<file path="src/rtl/gb_apu_pkg.sv">
// gb_apu_pkg: register map, read masks, trigger states and frame-step decode for the pulse front-end
package gb_apu_pkg;
    localparam logic [7:0] ADDR_NR10 = 8'h10;
    localparam logic [7:0] ADDR_NR11 = 8'h11;
    localparam logic [7:0] ADDR_NR12 = 8'h12;
    localparam logic [7:0] ADDR_NR13 = 8'h13;
    localparam logic [7:0] ADDR_NR14 = 8'h14;
    localparam logic [7:0] ADDR_NR21 = 8'h16;
    localparam logic [7:0] ADDR_NR22 = 8'h17;
    localparam logic [7:0] ADDR_NR23 = 8'h18;
    localparam logic [7:0] ADDR_NR24 = 8'h19;
    localparam logic [7:0] ADDR_NR52 = 8'h26;

    localparam logic [7:0] MASK_NR10 = 8'h80;
    localparam logic [7:0] MASK_NRX1 = 8'h3F;
    localparam logic [7:0] MASK_NRX2 = 8'h00;
    localparam logic [7:0] MASK_NRX3 = 8'hFF;
    localparam logic [7:0] MASK_NRX4 = 8'hBF;

    typedef enum logic [1:0] {IDLE, HIGH, GAP} trig_state_t;

    // returns {length, sweep, envelope} strobes for the step being left
    function automatic logic [2:0] step_strobes(input logic [2:0] step);
        return {~step[0], step[1] & ~step[0], &step};
    endfunction
endpackage

</file>
<file path="src/rtl/gb_apu_frame_sequencer.sv">
// gb_apu_frame_sequencer: 512 Hz step counter driven by falling edges of the DIV-APU bit
module gb_apu_frame_sequencer
    import gb_apu_pkg::*;
(
    input  logic       clk,
    input  logic       reset,
    input  logic       power,
    input  logic       div_apu_bit,
    output logic       clk_length_ctr,
    output logic       clk_vol_env,
    output logic       clk_sweep,
    output logic [2:0] step
);
    logic div_q;
    logic tick;

    assign tick = div_q & ~div_apu_bit;

    // power here is the next-cycle power, so a power-off write swallows a coincident tick
    always_ff @(posedge clk or posedge reset) begin
        if (reset) begin
            div_q <= 1'b0;
            step <= 3'd0;
            {clk_length_ctr, clk_sweep, clk_vol_env} <= 3'b000;
        end else begin
            div_q <= div_apu_bit;
            step <= !power ? 3'd0 : step + 3'(tick);
            {clk_length_ctr, clk_sweep, clk_vol_env} <= (tick && power) ? step_strobes(step) : 3'b000;
        end
    end
endmodule

</file>
<file path="src/rtl/gb_apu_pulse_ctrl.sv">
// gb_apu_pulse_ctrl: CPU register front-end, trigger sequencing and frame sequencer for pulse CH1/CH2
module gb_apu_pulse_ctrl
    import gb_apu_pkg::*;
#(
    parameter int unsigned TRIGGER_CYCLES = 2
) (
    input  logic        clk,
    input  logic        reset,
    input  logic        div_apu_bit,
    input  logic        cpu_wr,
    input  logic        cpu_rd,
    input  logic [7:0]  cpu_addr,
    input  logic [7:0]  cpu_wdata,
    output logic [7:0]  cpu_rdata,
    input  logic        ch1_enable,
    input  logic        ch2_enable,
    output logic        clk_length_ctr,
    output logic        clk_vol_env,
    output logic        clk_sweep,
    output logic [2:0]  ch1_sweep_time,
    output logic        ch1_sweep_decreasing,
    output logic [2:0]  ch1_num_sweep_shifts,
    output logic [1:0]  ch1_wave_duty,
    output logic [5:0]  ch1_length,
    output logic [3:0]  ch1_initial_volume,
    output logic        ch1_envelope_increasing,
    output logic [2:0]  ch1_num_envelope_sweeps,
    output logic [10:0] ch1_frequency,
    output logic        ch1_single,
    output logic        ch1_start,
    output logic [1:0]  ch2_wave_duty,
    output logic [5:0]  ch2_length,
    output logic [3:0]  ch2_initial_volume,
    output logic        ch2_envelope_increasing,
    output logic [2:0]  ch2_num_envelope_sweeps,
    output logic [10:0] ch2_frequency,
    output logic        ch2_single,
    output logic        ch2_start
);
    localparam int CW = $clog2(TRIGGER_CYCLES + 1);
    localparam logic [CW-1:0] TC = CW'(TRIGGER_CYCLES);

    logic [7:0] nr10, nr11, nr12, nr13, nr14, nr21, nr22, nr23, nr24;
    logic power, power_n, power_off, wr_pw;
    logic [7:0] rd_val;
    logic [1:0] trig;
    trig_state_t state [2];
    trig_state_t state_n [2];
    logic [CW-1:0] cnt [2];
    logic [CW-1:0] cnt_n [2];
    logic [1:0] pend, pend_n;

    assign power_off = cpu_wr && cpu_addr == ADDR_NR52 && !cpu_wdata[7];
    assign power_n = (cpu_wr && cpu_addr == ADDR_NR52) ? cpu_wdata[7] : power;
    assign wr_pw = cpu_wr && power;
    assign trig = {wr_pw && cpu_addr == ADDR_NR24 && cpu_wdata[7],
                   wr_pw && cpu_addr == ADDR_NR14 && cpu_wdata[7]};

    always_ff @(posedge clk or posedge reset) begin
        if (reset) begin
            power <= 1'b0;
            {nr10, nr11, nr12, nr13, nr14, nr21, nr22, nr23, nr24} <= '0;
        end else if (cpu_wr && cpu_addr == ADDR_NR52) begin
            power <= cpu_wdata[7];
            if (!cpu_wdata[7]) {nr10, nr11, nr12, nr13, nr14, nr21, nr22, nr23, nr24} <= '0;
        end else if (wr_pw) begin
            case (cpu_addr)
                ADDR_NR10: nr10 <= cpu_wdata & 8'h7F;
                ADDR_NR11: nr11 <= cpu_wdata;
                ADDR_NR12: nr12 <= cpu_wdata;
                ADDR_NR13: nr13 <= cpu_wdata;
                ADDR_NR14: nr14 <= cpu_wdata & 8'h47;
                ADDR_NR21: nr21 <= cpu_wdata;
                ADDR_NR22: nr22 <= cpu_wdata;
                ADDR_NR23: nr23 <= cpu_wdata;
                ADDR_NR24: nr24 <= cpu_wdata & 8'h47;
                default: ;
            endcase
        end
    end

    always_comb begin
        case (cpu_addr)
            ADDR_NR10: rd_val = nr10 | MASK_NR10;
            ADDR_NR11: rd_val = nr11 | MASK_NRX1;
            ADDR_NR12: rd_val = nr12 | MASK_NRX2;
            ADDR_NR13: rd_val = nr13 | MASK_NRX3;
            ADDR_NR14: rd_val = nr14 | MASK_NRX4;
            ADDR_NR21: rd_val = nr21 | MASK_NRX1;
            ADDR_NR22: rd_val = nr22 | MASK_NRX2;
            ADDR_NR23: rd_val = nr23 | MASK_NRX3;
            ADDR_NR24: rd_val = nr24 | MASK_NRX4;
            ADDR_NR52: rd_val = {power, 3'b111, 2'b00, ch2_enable, ch1_enable};
            default:   rd_val = 8'hFF;
        endcase
    end

    always_ff @(posedge clk or posedge reset) begin
        if (reset) cpu_rdata <= 8'h00;
        else if (cpu_rd) cpu_rdata <= rd_val;
    end

    // a trigger arriving while HIGH forces a one-cycle GAP so the channel sees a fresh rising edge
    always_comb begin
        for (int c = 0; c < 2; c++) begin
            state_n[c] = state[c];
            cnt_n[c] = cnt[c];
            pend_n[c] = pend[c];
            case (state[c])
                IDLE: if (trig[c]) begin
                    state_n[c] = HIGH;
                    cnt_n[c] = TC;
                end
                HIGH: begin
                    cnt_n[c] = cnt[c] - CW'(1);
                    pend_n[c] = pend[c] | trig[c];
                    if (cnt[c] == CW'(1)) state_n[c] = (pend[c] | trig[c]) ? GAP : IDLE;
                end
                GAP: begin
                    state_n[c] = HIGH;
                    cnt_n[c] = TC;
                    pend_n[c] = 1'b0;
                end
                default: state_n[c] = IDLE;
            endcase
            if (power_off) begin
                state_n[c] = IDLE;
                cnt_n[c] = '0;
                pend_n[c] = 1'b0;
            end
        end
    end

    always_ff @(posedge clk or posedge reset) begin
        if (reset) begin
            for (int c = 0; c < 2; c++) begin
                state[c] <= IDLE;
                cnt[c] <= '0;
            end
            pend <= 2'b00;
        end else begin
            for (int c = 0; c < 2; c++) begin
                state[c] <= state_n[c];
                cnt[c] <= cnt_n[c];
            end
            pend <= pend_n;
        end
    end

    assign ch1_start = state[0] == HIGH;
    assign ch2_start = state[1] == HIGH;

    assign {ch1_sweep_time, ch1_sweep_decreasing, ch1_num_sweep_shifts} = nr10[6:0];
    assign {ch1_wave_duty, ch1_length} = nr11;
    assign {ch1_initial_volume, ch1_envelope_increasing, ch1_num_envelope_sweeps} = nr12;
    assign ch1_frequency = {nr14[2:0], nr13};
    assign ch1_single = nr14[6];
    assign {ch2_wave_duty, ch2_length} = nr21;
    assign {ch2_initial_volume, ch2_envelope_increasing, ch2_num_envelope_sweeps} = nr22;
    assign ch2_frequency = {nr24[2:0], nr23};
    assign ch2_single = nr24[6];

    gb_apu_frame_sequencer u_seq (
        .clk(clk),
        .reset(reset),
        .power(power_n),
        .div_apu_bit(div_apu_bit),
        .clk_length_ctr(clk_length_ctr),
        .clk_vol_env(clk_vol_env),
        .clk_sweep(clk_sweep),
        .step()
    );
endmodule

</file>
<file path="config.mk">
export PLATFORM = sky130hd
export DESIGN_NAME = gb_apu_pulse_ctrl
export DESIGN_NICKNAME = d
export VERILOG_FILES = /design/src/rtl/gb_apu_pkg.sv /design/src/rtl/gb_apu_frame_sequencer.sv /design/src/rtl/gb_apu_pulse_ctrl.sv
export SDC_FILE = /design/constraint.sdc
export NUM_CORES = 1
export LEC_CHECK = 0
export CORE_ASPECT_RATIO = 1.4
export CORE_MARGIN = 8
export CORE_UTILIZATION = 45
export CTS_BUF_LIST = sky130_fd_sc_hd__clkbuf_2 sky130_fd_sc_hd__clkbuf_4 sky130_fd_sc_hd__clkbuf_8
export DETAILED_ROUTE_END_ITERATION = 10
export GPL_TIMING_DRIVEN = 0
export PLACE_DENSITY = 0.73
export SYNTH_ARGS = -nofsm -noshare
export SYNTH_HDL_FRONTEND = slang
export SYNTH_HIERARCHICAL = 1
export SYNTH_SLANG_ARGS = --single-unit
</file>
<file path="constraint.sdc">
create_clock -name clk -period 4.6 [get_ports clk]
set_input_delay 0.92 -clock clk [delete_from_list [all_inputs] [get_ports clk]]
set_output_delay 0.92 -clock clk [all_outputs]
set_load 0.01 [all_outputs]
</file>
==> results.ini, run 1 <==
[placed_design]
place_inst=607
place_congestion=0.875
dp_hpwl_um=9360
io_buffers=97
dp_slack_ps=696

[grt]
use_met2_pct=33.9
use_met1_pct=21.9
grtUsageTotal_pct=19.6
grt_max_degree=75
grt_first_pass_wirelength_um=20300
antenna_found_initial=0
grt-ovfl-total=0
top_usage_layer=met2
met3_usage_pct=5.44
first_global_vias=3908

[setup_path]
regToRegSetupSlack_ps=2460
worstSetupStartpointType=primary input
critPathCaptureType=flip-flop
crit_fanout=10
cp.arrival_ps=3810
required_ps=4840
worstSetupPathType=in -> reg

[logic_synthesis]
synth_cell_type_count=68
synth-main-ff-cell=dfrtp_1
synth.avg_cell_area_um2=10.9
syn-num-nets=426
synth_seq_cells=89
synth_edf_count=0
syn_area_um2=4350
synthCells=399
yosys_warnings=6
synthArstFlopShare_pct=100
ys_seq_area_share_pct=51.2

[routing]
drc=0
viasPerCell=5.80
ant_nets=0
vias=3614
firstDrtPassIters=4
wirelength_um=12500
post_drt_wl_per_cell_um=20.1
drtIter0Drc=178

[power_and_ir_drop]
p_comb_share_pct=9.8
clkPwrFrac_pct=36.4
p_leak_nw=2.46
sequentialPowerShare_pct=53.9
p_sw_mw=0.376
power.internal_mw=1.13
sw_frac_of_total_pct=25.0
powerDensity_nw_per_um2=264
peakVddDrop_uv=229

[final_layout]
fillers=808
nets=535
multi_input_area_um2=2010
area_growth_pct=30.9
seq_area_um2=2230
finalNonFillerCells=623
drive_above_1_share_pct=13.8
antenna_cells=0
final_cell_mix=97 x clkdlybuf4s50_1, 89 x dfrtp_1, 46 x nand2_1
final_common_cell=clkdlybuf4s50_1

[clocking]
post_cts_buffers=0
cts.sinks=89
cts_buffers=9
ctsResizeCount=0
cts-htree-levels=3
root_buffer=clkbuf_8
clk_latency_ps=360
max-clock-path-buffers=2
postCtsHoldBufs=0
cts_tree=built
clk_pin_slew_ps=90

[sta]
finalClockSkew_ps=9.05
timing.final.ws_setup_ps=1030
setup-violations-final=0
tns_ps=0
hold_ws_ps=493
maxSlewHeadroom_pct=37.1
slew_viol_final=0
tightest_slew_ps=936
fmax_ghz=0.280
finalHoldViolCount=0
rsz0062_at_grt=false
finalCritPeriodShare_pct=77.5
fin_crit_ps=3570

[floorplanning]
initial_core_util_pct=46.2
die_h_um=132
ios=99
core_um2=9410
num_rows=42
die-area_um2=13100
die-width_um=99.1

[status]
status=finished, final reports clean

[min_path]
hp-class=reg -> reg

[run]
drv_cap=0

[cell type report]
| type | count | area share, % |
|---|---|---|
| buffer | 20 | 1.43 |
| clock buffer | 10 | 2.42 |
| clock inverter | 6 | 1.17 |
| inverter | 9 | 0.638 |
| multi-input combinational | 281 | 35.2 |
| sequential | 89 | 39.1 |
| tap | 110 | 2.42 |
| timing repair buffer | 98 | 17.5 |
[registers in the layout, indices dropped and copies added (netlist names)]
signal and count:
nr14 4, u_seq/clk_length_ctr 1, power 1, state 4, nr24 4, cpu_rdata 8, u_seq/clk_vol_env 1, u_seq/step 3
nr12 8, nr11 8, nr22 8, u_seq/div_q 1, nr13 8, nr21 8, nr23 8, u_seq/clk_sweep 1
nr10 7, pend 2, cnt 4
[cell usage after synthesis (6+ instances only)]
cell / n / share of area (%)
dfrtp_1: 89 / 51
a31oi_1: 6 / 0.86
and2_1: 9 / 1.3
o21ai_0: 7 / 0.81
clkbuf_1: 11 / 0.95
a21oi_1: 19 / 2.2
nand2_1: 46 / 4.0
mux2_2: 23 / 6.0
nand3_1: 23 / 2.6
inv_1: 9 / 0.78
mux2i_1: 9 / 2.1
nor2_1: 21 / 1.8
a22o_1: 19 / 3.8
[path summary, 6_finish.rpt]
kind | startpoint | end | cells past startpoint
worst min register to register | cnt[2]$_DFFE_PP0P_ | cnt[2]$_DFFE_PP0P_ | 1
worst max register to register | power$_DFF_PP0_ | nr23[1]$_DFFE_PP0P_ | 4
worst max-delay path | cpu_addr[4] | nr23[1]$_DFFE_PP0P_ | 6
min in group asynchronous | reset | cnt[3]$_DFFE_PP0P_ | 2
worst min-delay path | cnt[2]$_DFFE_PP0P_ | cnt[2]$_DFFE_PP0P_ | 1
max in group asynchronous | reset | cpu_rdata[6]$_DFFE_PP0P_ | 3
[metal layers]
metal / wire, um / share of wire (%) / up-vias
met2: 6370 / 51 / 91
met3: 678 / 5.4 / 22
met4: 285 / 2.3 / 0
met1: 5190 / 41 / 1799
met5: 0 / 0 / -
li1: - / - / 1702
[through the flow]
step | power, mW | cell area [um^2] | utilization [%]
after floorplan | 0.906 | 4350 | -
after global placement | 0.961 | 5460 | 58.0
after detailed placement | 0.971 | 5490 | 58.3
after CTS | 1.51 | 5690 | 60.5
after global routing | 1.56 | 5690 | 60.5
final | 1.50 | 5690 | 60.5
[logic make-up (layout without fill, tap and decap cells)]
kind of cell | Yosys count | count (layout) | share of synthesized area, %
and+or+nand+nor | 150 | 150 | 20.3
xor gates and xnor gates | 1 | 1 | 0.201
adders and majority gates | 4 | 4 | 1.15
AOI/OAI and AO/OA | 94 | 94 | 16.5
muxes | 32 | 32 | 8.03
DFF | 89 | 89 | 51.2
buffers and inverters | 29 | 143 | 2.65
[power groups by stage]
stage,clock network (mW),logic (mW),registers [mW]
detailed placement,0,0.147,0.824
floorplan,0,0.0834,0.822
global route,0.587,0.161,0.810
CTS,0.556,0.148,0.808
global placement,0,0.138,0.823
finish,0.546,0.147,0.808
[critical path: stages]
cell,delay (ps)
clkdlybuf4s50_1,480
buf_2,210
nor4b_2,670
a32oi_1,330
a211oi_2,790
mux2_2,410
Power figures use the tool's default switching activity.
==> inputs of run 2 (changes only) <==
--- a/config.mk
+++ b/config.mk
@@ -11,7 +11,7 @@
 export CTS_BUF_LIST = sky130_fd_sc_hd__clkbuf_2 sky130_fd_sc_hd__clkbuf_4 sky130_fd_sc_hd__clkbuf_8
 export DETAILED_ROUTE_END_ITERATION = 10
 export GPL_TIMING_DRIVEN = 0
-export PLACE_DENSITY = 0.73
+export PLACE_DENSITY = 0.76
 export SYNTH_ARGS = -nofsm -noshare
 export SYNTH_HDL_FRONTEND = slang
 export SYNTH_HIERARCHICAL = 1
==> constraint.sdc (replaced) <==
create_clock -name clk -period 2.87 [get_ports clk]
set_input_delay 0.574 -clock clk [delete_from_list [all_inputs] [get_ports clk]]
set_output_delay 0.574 -clock clk [all_outputs]
set_load 0.01 [all_outputs]
==> run 2 against run 1 <==
Clock-buffer cell count did not move; critical path type unchanged; die area is the same; worst hold slack worse by 2.0 ps; via count up 2.1%; sequential power is 61% higher; cell count up 0.64%; combinational power is 66% higher; critical endpoint is now nr13[0]$_DFFE_PP0P_; sequential cell count unchanged; register-to-register slack lost 1600 ps; largest power group unchanged; clock power increased by 59%.
==> results.ini, run 2 (synthesis gave the netlist of run 1 again) <==
[floorplanning]
num_rows=42  ; unchanged
die-width_um=99.1  ; unchanged
initial_core_util_pct=46.2  ; unchanged
die_h_um=132  ; unchanged
core_um2=9410  ; unchanged
die-area_um2=13100  ; unchanged
ios=99  ; unchanged

[final_layout]
final_common_cell=clkdlybuf4s50_1  ; unchanged
final_cell_mix=97 x clkdlybuf4s50_1, 89 x dfrtp_1, 46 x nand2_1  ; unchanged
multi_input_area_um2=2060  ; was 2010 um^2
area_growth_pct=33.6  ; was 30.9%
nets=539  ; was 535
seq_area_um2=2230  ; unchanged
antenna_cells=0  ; unchanged
drive_above_1_share_pct=15.1  ; was 13.8%
fillers=785  ; was 808
stdcell_area_um2=5810  ; was 5690 um^2

[clocking]
clk_latency_ps=360  ; about the same
postCtsHoldBufs=0  ; unchanged
cts_tree=built  ; unchanged
cts-htree-levels=3  ; unchanged
max-clock-path-buffers=2  ; unchanged
cts_buffers=9  ; unchanged
clk_pin_slew_ps=90  ; about the same
cts.sinks=89  ; unchanged
root_buffer=clkbuf_8  ; unchanged

[setup_path]
critPathCaptureType=flip-flop  ; unchanged
crit_fanout=7  ; was 10
cp.arrival_ps=3030  ; was 3810 ps
regToRegSetupSlack_ps=870  ; was 2460 ps
worstSetupPathType=in -> reg  ; unchanged
required_ps=3110  ; was 4840 ps
worstSetupStartpointType=primary input  ; unchanged

[sta]
maxSlewHeadroom_pct=48.5  ; was 37.1%
finalCritPeriodShare_pct=97.2
fin_crit_ps=2790
setup-violations-final=0  ; unchanged
rsz0062_at_grt=false  ; unchanged
finalClockSkew_ps=12.5  ; was 9.05 ps
tns_ps=0  ; unchanged
slew_viol_final=0  ; unchanged
finalHoldViolCount=0  ; unchanged
tightest_slew_ps=765  ; was 936 ps
fmax_ghz=0.358

[run]
drv_cap=0  ; unchanged

[routing]
firstDrtPassIters=4  ; unchanged
wirelength_um=13000  ; was 12,500 um
ant_nets=0  ; unchanged
vias=3691  ; was 3,614
viasPerCell=5.89  ; was 5.80
drc=0  ; unchanged
drtIter0Drc=258  ; was 178
post_drt_wl_per_cell_um=20.8  ; was 20.1 um

[grt]
met3_usage_pct=4.86  ; was 5.44%
grt_max_degree=76  ; was 75
grtUsageTotal_pct=19.9  ; was 19.6%
grt_first_pass_wirelength_um=20600  ; was 20,300 um
use_met1_pct=22.8  ; was 21.9%
antenna_found_initial=0  ; unchanged
use_met2_pct=33.5  ; was 33.9%
top_usage_layer=met2  ; unchanged
grt-ovfl-total=0  ; unchanged
first_global_vias=3941  ; was 3,908

[power_and_ir_drop]
powerDensity_nw_per_um2=415  ; was 264 nW/um^2
p_leak_nw=2.52  ; was 2.46 nW
peakVddDrop_uv=308  ; was 229 uV

[status]
status=finished, final reports clean  ; unchanged

[placed_design]
post_dp_cell_area_um2=5490  ; unchanged
place_congestion=0.865  ; was 0.875
dp_hpwl_um=9590  ; was 9360 um
io_buffers=97  ; unchanged

[min_path]
hp-class=reg -> reg  ; unchanged

## run 2: cell count changes in the layout (fill, tap and decap cells not counted), sizes merged
| cell | delta |
|---|---|
| clkinv | +2 |
| buf | +4 |
| clkinvlp | -2 |
## run 2: critical path, cell delays in order
cell	delay (ps)
clkdlybuf4s50_1	560
or4b_4	620
or4_1	480
buf_2	170
a21oi_4	140
buf_12	140
mux2_2	330
## run 2: metrics by stage
stage	total power [mW]	setup WS (ps)	instances	hold slack (ps)	utilization [%]
2_1_floorplan	1.45	188	399	377	-
3_3_place_gp	1.54	-1070	606	475	58.0
3_5_place_dp	1.56	-645	607	485	58.3
4_1_cts	2.43	0.707	623	482	60.7
5_1_grt	2.51	44.2	627	489	61.8
6_report	2.41	80.3	627	491	61.8
## run 2: final timing paths
| path | start | endpoint | depth (start not counted) |
|---|---|---|---|
| max in group asynchronous | reset | nr21[6]$_DFFE_PP0P_ | 3 |
| worst min-delay path | cnt[2]$_DFFE_PP0P_ | cnt[2]$_DFFE_PP0P_ | 1 |
| min in group asynchronous | reset | nr23[7]$_DFFE_PP0P_ | 2 |
| worst min register to register | cnt[2]$_DFFE_PP0P_ | cnt[2]$_DFFE_PP0P_ | 1 |
| worst max register to register | power$_DFF_PP0_ | cnt[0]$_DFFE_PP0P_ | 4 |
| worst max-delay path | cpu_addr[7] | nr13[0]$_DFFE_PP0P_ | 7 |
## run 2: final cells by class
type | instances | share of cell area (%)
inverters | 9 | 0.625
repair buffers | 102 | 18.4
flip-flops and latches | 89 | 38.3
plain buffers | 20 | 1.40
multi-input cells | 281 | 35.5
well taps | 110 | 2.37
clock buffers | 10 | 2.26
clock inverters | 6 | 1.16
## run 2: routing by layer
layer,vias to the layer above,wire (um)
li1,1696,-
met1,1835,5180
met2,141,6660
met3,19,838
met4,0,344
met5,-,0
## run 2: power breakdown
group          switching, mW  internal, mW  total, mW
combinational          0.142         0.102      0.244
clock                  0.452         0.417      0.869
sequential            0.0221          1.28       1.30
total                  0.616          1.79       2.41
## run 2: timing repair
action,CTS,global route
setup endpoints to repair,14,41
gates resized for setup,3,5
buffers inserted,0,4
pin swaps,0,4
endpoints found under the hold margin,0,0
==> inputs of run 3 (changes only) <==
--- a/config.mk
+++ b/config.mk
@@ -10,7 +10,6 @@
 export CORE_UTILIZATION = 45
 export CTS_BUF_LIST = sky130_fd_sc_hd__clkbuf_2 sky130_fd_sc_hd__clkbuf_4 sky130_fd_sc_hd__clkbuf_8
 export DETAILED_ROUTE_END_ITERATION = 10
-export GPL_TIMING_DRIVEN = 0
 export PLACE_DENSITY = 0.76
 export SYNTH_ARGS = -nofsm -noshare
 export SYNTH_HDL_FRONTEND = slang
==> run 3 against run 2 <==
Clock-buffer cell count decreased by 1; via count grew 2.2%; critical path depth decreased by 2; global-route usage decreased by 0.055 points; cell count grew 2.6%; sequential cell count stayed put; sequential share of layout area is 0.67 points lower; combinational power up 3%; wire length shrank 0.15%; largest cell class unchanged; largest power group unchanged.
==> results.ini, run 3 (synthesis gave the netlist of run 1 again) <==
[setup_path]
worstSetupPathType=in -> reg  ; unchanged
crit_fanout=7  ; unchanged
worstSetupStartpointType=primary input  ; unchanged
critPathCaptureType=flip-flop  ; unchanged
regToRegSetupSlack_ps=1140  ; was 870 ps
timing.rr.end=nr22[6]$_DFFE_PP0P_  ; was cnt[0]$_DFFE_PP0P_
r2r_start=power$_DFF_PP0_  ; unchanged
cp.arrival_ps=2830  ; was 3030 ps
required_ps=3110  ; about the same
reg2regPathDepth=4  ; unchanged

[final_layout]
final_common_cell=clkdlybuf4s50_1  ; unchanged
fin_util_pct=62.8  ; was 61.8%
fillers=793  ; was 785
finalNonFillerCells=643  ; was 627
stdcell_area_um2=5910  ; was 5810 um^2
final_cell_mix=98 x clkdlybuf4s50_1, 89 x dfrtp_1, 46 x nand2_1  ; was 97 x clkdlybuf4s50_1, 89 x dfrtp_1, 46 x nand2_1
drive_above_1_share_pct=19.7  ; was 15.1%
area_growth_pct=36.0  ; was 33.6%
nets=555  ; was 539
antenna_cells=0  ; unchanged

[placed_design]
io_buffers=98  ; was 97
post_dp_cell_area_um2=5700  ; was 5490 um^2
place_inst=627  ; was 607
dp_hpwl_um=9840  ; was 9590 um
place_congestion=0.855  ; was 0.865

[clocking]
max-clock-path-buffers=2  ; unchanged
cts.sinks=89  ; unchanged
ctsResizeCount=0  ; was 3
cts_buffers=9  ; unchanged
cts-htree-levels=3  ; unchanged
post_cts_buffers=0  ; unchanged
clk_pin_slew_ps=90  ; about the same
clk_latency_ps=370  ; was 360 ps
cts_tree=built  ; unchanged
postCtsHoldBufs=0  ; unchanged
root_buffer=clkbuf_8  ; unchanged

[power_and_ir_drop]
finalPower_mw=2.46  ; was 2.41 mW
powerDensity_nw_per_um2=416  ; was 415 nW/um^2
peakVddDrop_uv=324  ; was 308 uV
p_leak_nw=2.63  ; was 2.52 nW

[sta]
finalHoldViolCount=0  ; unchanged
maxSlewHeadroom_pct=60.3  ; was 48.5%
fmax_ghz=0.386  ; was 0.358 GHz
slew_viol_final=0  ; unchanged
finalCritPeriodShare_pct=90.2  ; was 97.2%
finalClockSkew_ps=20.6  ; was 12.5 ps
tightest_slew_ps=580  ; was 765 ps
fin_crit_ps=2590  ; was 2790 ps
setup-violations-final=0  ; unchanged
rsz0062_at_grt=false  ; unchanged

[routing]
post_drt_wl_per_cell_um=20.2  ; was 20.8 um
drtIter0Drc=186  ; was 258
vias=3774  ; was 3,691
wirelength_um=13000  ; about the same
ant_nets=0  ; unchanged
viasPerCell=5.87  ; was 5.89
drc=0  ; unchanged
firstDrtPassIters=5  ; was 4

[floorplanning]
core_um2=9410  ; unchanged
num_rows=42  ; unchanged
ios=99  ; unchanged
die-width_um=99.1  ; unchanged
die-area_um2=13100  ; unchanged
die_h_um=132  ; unchanged
initial_core_util_pct=46.2  ; unchanged

[grt]
grt_first_pass_wirelength_um=20600  ; about the same
grtUsageTotal_pct=19.8  ; was 19.9%
antenna_found_initial=0  ; unchanged
grt_max_degree=46  ; was 76
grt-ovfl-total=0  ; unchanged
first_global_vias=3946  ; was 3,941

[status]
status=finished, final reports clean  ; unchanged

[run]
drv_cap=0  ; unchanged

[min_path]
hp-class=in -> async  ; was reg -> reg

run 3: cell type report:
cell class                 count  area [um^2]  area share (%)
sequential                    89         2230            37.7
multi-input combinational    281         2010            33.9
clock inverter                 7         88.8            1.50
clock buffer                   9          124            2.10
timing repair buffer         138         1290            21.9
tap                          110          138            2.33
inverter                       9         35.0           0.593
run 3: how the worst max path moves through the flow:
stage | from | endpoint
after global routing | cpu_addr[4] | nr13[5]$_DFFE_PP0P_
after CTS | cpu_addr[4] | nr13[4]$_DFFE_PP0P_
after floorplan | reset | cnt[0]$_DFFE_PP0P_
after global placement | cpu_addr[4] | nr13[2]$_DFFE_PP0P_
final | cpu_addr[4] | nr13[4]$_DFFE_PP0P_
after detailed placement | cpu_addr[4] | nr13[2]$_DFFE_PP0P_
run 3: report_power, final:
group / internal (mW) / switching (mW)
combinational: 0.114 / 0.137
sequential: 1.28 / 0.0212
clock: 0.419 / 0.490
total: 1.81 / 0.648
run 3: per-layer routing:
| layer | vias up | GRT usage [%] | routed length (um) |
|---|---|---|---|
| met5 | - | 0 | 0 |
| met3 | 15 | 4.60 | 862 |
| met4 | 0 | 7.35 | 202 |
| met1 | 1894 | 21.8 | 5120 |
| met2 | 131 | 35.9 | 6810 |
| li1 | 1734 | - | - |
run 3: worst max-delay path: stages:
cell	delay, ps
clkdlybuf4s50_1	430
or4b_4	550
or4_1	560
a21oi_4	340
mux2_2	380
run 3: per-stage QoR:
step	setup WS, ps	hold WS, ps	setup TNS [ps]
6_report	280	481	0
2_1_floorplan	188	377	0
5_1_grt	238	475	0
3_5_place_dp	-103	483	-692
4_1_cts	286	473	0
3_3_place_gp	-59.7	482	-415
